`config.mk`:
```
export PLATFORM = sky130hd
export DESIGN_NAME = csa_accumulator
export DESIGN_NICKNAME = d
export VERILOG_FILES = /design/src/rtl/csa_acc_pkg.sv /design/src/rtl/csa_row.sv /design/src/rtl/csa_accumulator.sv
export SDC_FILE = /design/constraint.sdc
export NUM_CORES = 1
export LEC_CHECK = 0
export ABC_AREA = 1
export CORE_ASPECT_RATIO = 1.25
export CORE_UTILIZATION = 40
export DETAILED_ROUTE_END_ITERATION = 10
export MAX_ROUTING_LAYER = met4
export SLEW_MARGIN = 5
export SYNTH_ARGS = -nofsm -noshare
export SYNTH_HDL_FRONTEND = slang
export SYNTH_SLANG_ARGS = --single-unit
```
`constraint.sdc`:
```
create_clock -name clk -period 2.4 [get_ports clk]
set_input_delay 0.36 -clock clk [delete_from_list [all_inputs] [get_ports clk]]
set_output_delay 0.36 -clock clk [all_outputs]
set_load 0.02 [all_outputs]
```
`src/rtl/csa_acc_pkg.sv`:
```
// Shared types and default sizing for the carry-save packet accumulator.
package csa_acc_pkg;

   localparam int DEF_WIDTH = 16;
   localparam int DEF_GUARD = 4;
   localparam int DEF_CHUNK = 4;

   typedef enum logic [1:0] {
      IDLE,
      ACCUM,
      RESOLVE,
      OUT
   } state_t;

endpackage

```
`src/rtl/csa_row.sv`:
```
// One row of 3:2 compressors: per-bit full adders with the carry left unshifted.
module csa_row #(
   parameter int W = 20
) (
   input  logic [W-1:0] a,
   input  logic [W-1:0] b,
   input  logic [W-1:0] c,
   output logic [W-1:0] sum,
   output logic [W-1:0] carry
);

   for (genvar i = 0; i < W; i++) begin : g_fa
      assign sum[i]   = a[i] ^ b[i] ^ c[i];
      assign carry[i] = (a[i] & b[i]) | (a[i] & c[i]) | (b[i] & c[i]);
   end

endmodule

```
`src/rtl/csa_accumulator.sv`:
```
// Packet accumulator: sums beats in carry-save form, then resolves S+C one
// CHUNK-wide slice per cycle before presenting the result.
module csa_accumulator
   import csa_acc_pkg::*;
#(
   parameter int WIDTH = DEF_WIDTH,
   parameter int GUARD = DEF_GUARD,
   parameter int CHUNK = DEF_CHUNK
) (
   input  logic                   clk,
   input  logic                   rst,
   input  logic                   in_valid,
   output logic                   in_ready,
   input  logic [WIDTH-1:0]       in_data,
   input  logic                   in_last,
   output logic                   out_valid,
   input  logic                   out_ready,
   output logic [WIDTH+GUARD-1:0] out_data,
   output logic                   out_ovf,
   output logic                   busy
);

   localparam int AW = WIDTH + GUARD;
   localparam int N  = AW / CHUNK;
   localparam int CW = $clog2(N + 1);

   state_t          state_q, state_d;
   logic [AW-1:0]   s_q, s_d;
   logic [AW-1:0]   c_q, c_d;
   logic            carry_q, carry_d;
   logic [CW-1:0]   cnt_q, cnt_d;
   logic            ovf_q, ovf_d;
   logic [AW-1:0]   out_data_q, out_data_d;

   logic            accept;
   logic [AW-1:0]   x_ext;
   logic [AW-1:0]   row_sum;
   logic [AW-1:0]   row_carry;
   logic [CHUNK:0]  chunk_sum;

   assign x_ext  = AW'(in_data);
   assign accept = in_valid & in_ready;

   csa_row #(.W(AW)) u_row (
      .a     (s_q),
      .b     (c_q),
      .c     (x_ext),
      .sum   (row_sum),
      .carry (row_carry)
   );

   // The only carry-propagate path: one CHUNK-wide slice plus the carry flop.
   assign chunk_sum = {1'b0, s_q[CHUNK-1:0]} + {1'b0, c_q[CHUNK-1:0]}
                      + (CHUNK+1)'(carry_q);

   always_comb begin
      state_d    = state_q;
      s_d        = s_q;
      c_d        = c_q;
      carry_d    = carry_q;
      cnt_d      = cnt_q;
      ovf_d      = ovf_q;
      out_data_d = out_data_q;
      case (state_q)
         IDLE: begin
            if (accept) begin
               s_d     = x_ext;
               c_d     = '0;
               ovf_d   = 1'b0;
               carry_d = 1'b0;
               cnt_d   = '0;
               state_d = in_last ? RESOLVE : ACCUM;
            end
         end
         ACCUM: begin
            if (accept) begin
               s_d     = row_sum;
               c_d     = {row_carry[AW-2:0], 1'b0};
               ovf_d   = ovf_q | row_carry[AW-1];
               carry_d = 1'b0;
               cnt_d   = '0;
               if (in_last) state_d = RESOLVE;
            end
         end
         RESOLVE: begin
            if (cnt_q == CW'(N)) begin
               // S now holds the resolved sum; the carry flop holds the top carry-out.
               out_data_d = s_q;
               ovf_d      = ovf_q | carry_q;
               state_d    = OUT;
            end else begin
               // Rotate resolved slices in from the top so S ends up as the result.
               s_d     = (s_q >> CHUNK) | (AW'(chunk_sum[CHUNK-1:0]) << (AW - CHUNK));
               c_d     = c_q >> CHUNK;
               carry_d = chunk_sum[CHUNK];
               cnt_d   = cnt_q + CW'(1);
            end
         end
         OUT: begin
            if (out_ready) state_d = IDLE;
         end
         default: state_d = IDLE;
      endcase
   end

   always_ff @(posedge clk or posedge rst) begin
      if (rst) begin
         state_q    <= IDLE;
         s_q        <= '0;
         c_q        <= '0;
         carry_q    <= 1'b0;
         cnt_q      <= '0;
         ovf_q      <= 1'b0;
         out_data_q <= '0;
      end else begin
         state_q    <= state_d;
         s_q        <= s_d;
         c_q        <= c_d;
         carry_q    <= carry_d;
         cnt_q      <= cnt_d;
         ovf_q      <= ovf_d;
         out_data_q <= out_data_d;
      end
   end

   assign in_ready  = (state_q == IDLE) || (state_q == ACCUM);
   assign out_valid = (state_q == OUT);
   assign busy      = (state_q != IDLE);
   assign out_data  = out_data_q;
   assign out_ovf   = ovf_q;

endmodule

```
### After elaboration in Yosys (flattened, before gate mapping)

Index checks and enable logic that the tools add are counted.
Widths: inputs -> output; s select.

* register bits: 67
* input port bits: 21
* output and inout port bits: 24
* logic and storage cells: 180

* add/sub/neg operators: 3
* equality and inequality tests: 11
* mux-type cells: 24
* bitwise logic cells: 124
* reductions and logical operators: 11

Operator list (count)
* $mux 20: 6
* $pmux 20 s3: 2
* $and 1x1->1: 53
* $xor 1x1->1: 36
* $or 1x1->1: 34
* $or 16x20->20: 1
* $mux 2: 6
* $ne 2x2->1 const B: 5
* $pmux 2 s4: 1
* $reduce_and 4->1: 2
* $mux 3: 2
* $pmux 3 s2: 1
* $add 4x4->5: 1
* $add 5x1->5: 1
* $reduce_and 5->1: 1
* $eq 2x2->1 const B: 2
* $mux 1: 4
* $ne 2x1->1 const B: 2
* $reduce_bool 2->1: 2
* $add 3x1->3 const B: 1
* $eq 3x3->1 const B: 1
* $pmux 1 s3: 1
* $reduce_and 3->1: 1
* $reduce_bool 3->1: 1
* 6 further kinds: 6

### Logic depth before layout (Yosys ltp)

* word-level depth: 5
* gate-level depth with buffers: 11
* mapped depth without buffers: 11

### Modules after synthesis

From an unflattened synthesis, not the netlist that was laid out.

* cell total of the unflattened synthesis: 437
* area, all modules: 3764.9 um^2

By module, submodules not included
* csa_accumulator: times used 1, cells each 417, area an instance 3364.5 um^2, sequential area each 1676.6 um^2
* csa_row: times used 1, cells each 20, area an instance 400.4 um^2, sequential area each 0.0 um^2

### Worst setup path after synthesis

Ideal clock, no wire load.

* path kind: register to register
* start point: register s_q[0]
* end point: register s_q[18]
* setup time: 0.076 ns
* arrival: 1.659 ns
* required time: 2.324 ns
* path slack: 0.665 ns
* cell stages (with the launch flop): 8
* buffers on the path: 0
* clock period less this slack: 1.735 ns
* cell sequence: dfrtp_1 fa_1 fa_1 nand2_1 nand2_1 o21ai_0 nand3_1 o21ai_1

* cells in the longest elaborated chain, start to end: 5

RTL lines
* from (decl): line csa_accumulator.sv:28 `logic [AW-1:0] s_q, s_d;`
* from (signal assigned): line csa_accumulator.sv:109 `s_q <= '0;`
* from (signal assigned): line csa_accumulator.sv:117 `s_q <= s_d;`
* $add 4x4->5: line csa_accumulator.sv:53 `assign chunk_sum = {1'b0, s_q[CHUNK-1:0]} + {1'b0, c_q[CHUNK-1:0]}`
* $add 5x1->5: line csa_accumulator.sv:54 `+ (CHUNK+1)'(carry_q);`
* $or 16x20->20: line csa_accumulator.sv:93 `s_d = (s_q >> CHUNK) | (AW'(chunk_sum[CHUNK-1:0]) << (AW - CHUNK));`
* $mux 20: line csa_accumulator.sv:86 `if (cnt_q == CW'(N)) begin`
* $pmux 20 s3: line csa_accumulator.sv:64 `case (state_q)`

Every way passes these cells. The select of a mux whose other input is x is not followed.
A chain may end at the register's enable or synchronous reset.

### Worst setup path after layout

* start point: register state_q[1]
* end point: output in_ready

* cells in the longest elaborated chain, start to end: 2
* elaborated cells between the ends (all ways): 3
* those cells by class: eq/ne (1); reduce/logical (2)

RTL lines
* from (decl): line csa_accumulator.sv:27 `state_t state_q, state_d;`
* from (signal assigned): line csa_accumulator.sv:116 `state_q <= state_d;`
* $eq 2x1->1 or $logic_not 2->1 (tied branches): line csa_accumulator.sv:126 `assign in_ready = (state_q == IDLE) || (state_q == ACCUM);`
* $logic_or 1x1->1 (*): line csa_accumulator.sv:126
* to (decl): line csa_accumulator.sv:13 `output logic in_ready,`

Every way passes the cells marked *; elsewhere a longest branch is shown, timed or not.

==> reports/results.ini <==
[global_routing]
overflow = 0
grt_pass1_vias = 2986
grt_max_degree = 68
antenna_found_initial = 0
grt_usage_pct = 21.6
grt_pass1_wl_mm = 15.2

[logic_synthesis]
syn_area_sq_um = 3750
synth_ff_type = dfrtp_1
synth_common_cells = 134 x nand2_1, 67 x dfrtp_1, 57 x nand3_1
synth_area_leaders = dfrtp_1 45%, nand2_1 13%, fa_1 9.6%
syn_nets = 491
yosysMostFrequentCell = nand2_1
synth.top_cell.area_share_pct = 44.7
yosys.cell_types.count = 28
ys_ff_latch = 67
synthCells = 439
synth-async-reset-ratio_pct = 100
yosysTopAreaCell = dfrtp_1
yosysWarningCount = 0
synth_edf_count = 0
postSynthAreaPerCell_sq_um = 8.55
ys_seq_area_share_pct = 44.7

[cts]
root_buffer = clkbuf_16
cts.sinks = 67
post-cts-setup-buffers = 0
cts_buffer_depth = 2
numCtsBuffers = 9
postCtsResizedCells = 0
cts_hold_buffers = 0
clk_pin_slew_ns = 0.05
cts_tree = done
h-tree-depth = 3
insertion_delay_ns = 0.33

[placed_design]
gp_congestion = 0.829
place_area_sq_um = 4290
dp_slack_ns = 0.366
dp_hpwl_mm = 6.35
portBuffers = 44

[critical_path]
arrival_ns = 1.84
reg2reg_from = state_q[0]
worstSetupStartpoint = state_q[1]
critPathRequiredTime_ns = 2.04
crit_path_end_kind = output pin
cp_max_fo = 5
crit_type = flip-flop to output pin
start_kind = flip-flop
ff2ff_setup_slack_ns = 0.34

[status]
status = finished, violations left
violations = design-rule violations

[sta]
skew_ns = 0.00470
final-setup-viol-count = 0
setup_ws_ns = 0.203
tns_ns = 0
worst_slew_pin_slew_ns = 0.584
final-max-slew-violation-count = 0
fmax_mhz = 455
grt_setup_unrepaired = false
fin_crit_sh_pct = 91.6
period_minus_slack_ns = 2.20
max_slew_margin_pct = 61.0
hold_viol_final = 0

[worst_hold_path]
hp-class = input pin to async pin

[job]
max_cap_viol_count = 0

[die]
die_w_um = 88.6
coreArea_sq_um = 9130
ios = 45
rows = 39
die_y_um = 110
die-area_sq_um = 9780
initial_core_util_pct = 41.1

[drt]
wl_per_cell_um = 15.1
drcViolationCount = 2
drtIter0Drc = 160
num_vias = 3072
drt_pass1_iterations = 7
wl_mm = 9.11
ant_nets = 0
viasPerCell = 5.09

[power]
power_density_nw_per_um2 = 1230
ir_worst_vdd_mv = 0.476
power_leakage_nw = 2.15

[cells_and_area]
stdcell_area_sq_um = 4550
areaGrowthSynthToFinish_pct = 21.1
n_antenna_cell = 0
fin_nets = 531
drive_above_1_share_pct = 6.65
final_core_utilization_pct = 49.8

==> cells by family after synthesis <==
logic type / synth area share, %
AND/OR/NAND/NOR: 22.6
adder cells (fa/ha/maj): 13.9
multiplexers: 0.300
AO/OA/AOI/OAI: 11.0
flip-flops: 44.7
buffers and inverters: 7.50
==> area by class of cell <==
cell class                 instances  area, sq um
multi-input combinational        312         1800
clock buffer                      10          239
clock inverter                     3         17.5
sequential                        67         1680
inverter                          37          139
timing repair buffer              52          526
fill                             895         4580
tap                              123          154
==> worst max-delay path, stage by stage (launching register included) <==
cell	delay, ns
dfrtp_1	0.41
inv_1	0.10
ha_1	0.23
inv_2	0.07
nand2_4	0.09
clkdlybuf4s50_1	0.60
==> worst paths after layout <==
| kind | end | cells past startpoint |
|---|---|---|
| hold / removal | s_q[2] | 3 |
| min in group clk | out_data[13] | 2 |
| setup / recovery | in_ready | 5 |
| hold reg to reg | out_data[13] | 2 |
| setup reg to reg | s_q[19] | 9 |
| max in group asynchronous | out_data[13] | 3 |
==> cells in the final DEF (no fill, tap or decap), types with 2 or more instances in the layout <==
cell             Yosys  final
a21oi_1              8      8
a22oi_1              2      2
buf_12               0      2
buf_4                2      6
clkbuf_16            0      9
clkdlybuf4s50_1      0     44
clkinv_2             0      2
dfrtp_1             67     67
fa_1                18     18
ha_1                13     13
inv_1               31     30
inv_2                5      6
nand2_1            134    134
nand2_2              2      2
nand3_1             57     57
nor2_1               7      7
o211ai_1             2      2
o21ai_0             50     50
o21ai_1             11     11
==> through the flow <==
step,total power [mW],instances,hold WS [ns]
finish,5.59,604,0.417
global placement,4.40,591,0.467
detailed placement,4.44,591,0.472
global route,6.05,604,0.480
CTS,5.63,604,0.431
floorplan,3.63,439,0.474
==> power breakdown <==
group,internal (mW),switching [mW]
registers,1.44,0.263
clock network,0.704,0.456
logic,0.937,1.79
==> registers in the layout, indices dropped and copies added, names as in the netlist <==
| register | count |
|---|---|
| out_ovf | 1 |
| s_q | 20 |
| carry_q | 1 |
| out_data | 20 |
| state_q | 2 |
| cnt_q | 3 |
| c_q | 20 |
==> layer usage <==
layer	global-route usage [%]	routed length, um	up-vias
met3	3.57	314	17
li1	-	-	1511
met5	-	0	-
met4	10.4	276	0
met2	32.9	4470	63
met1	28.2	4040	1481
(Power assumes the default switching activity.)
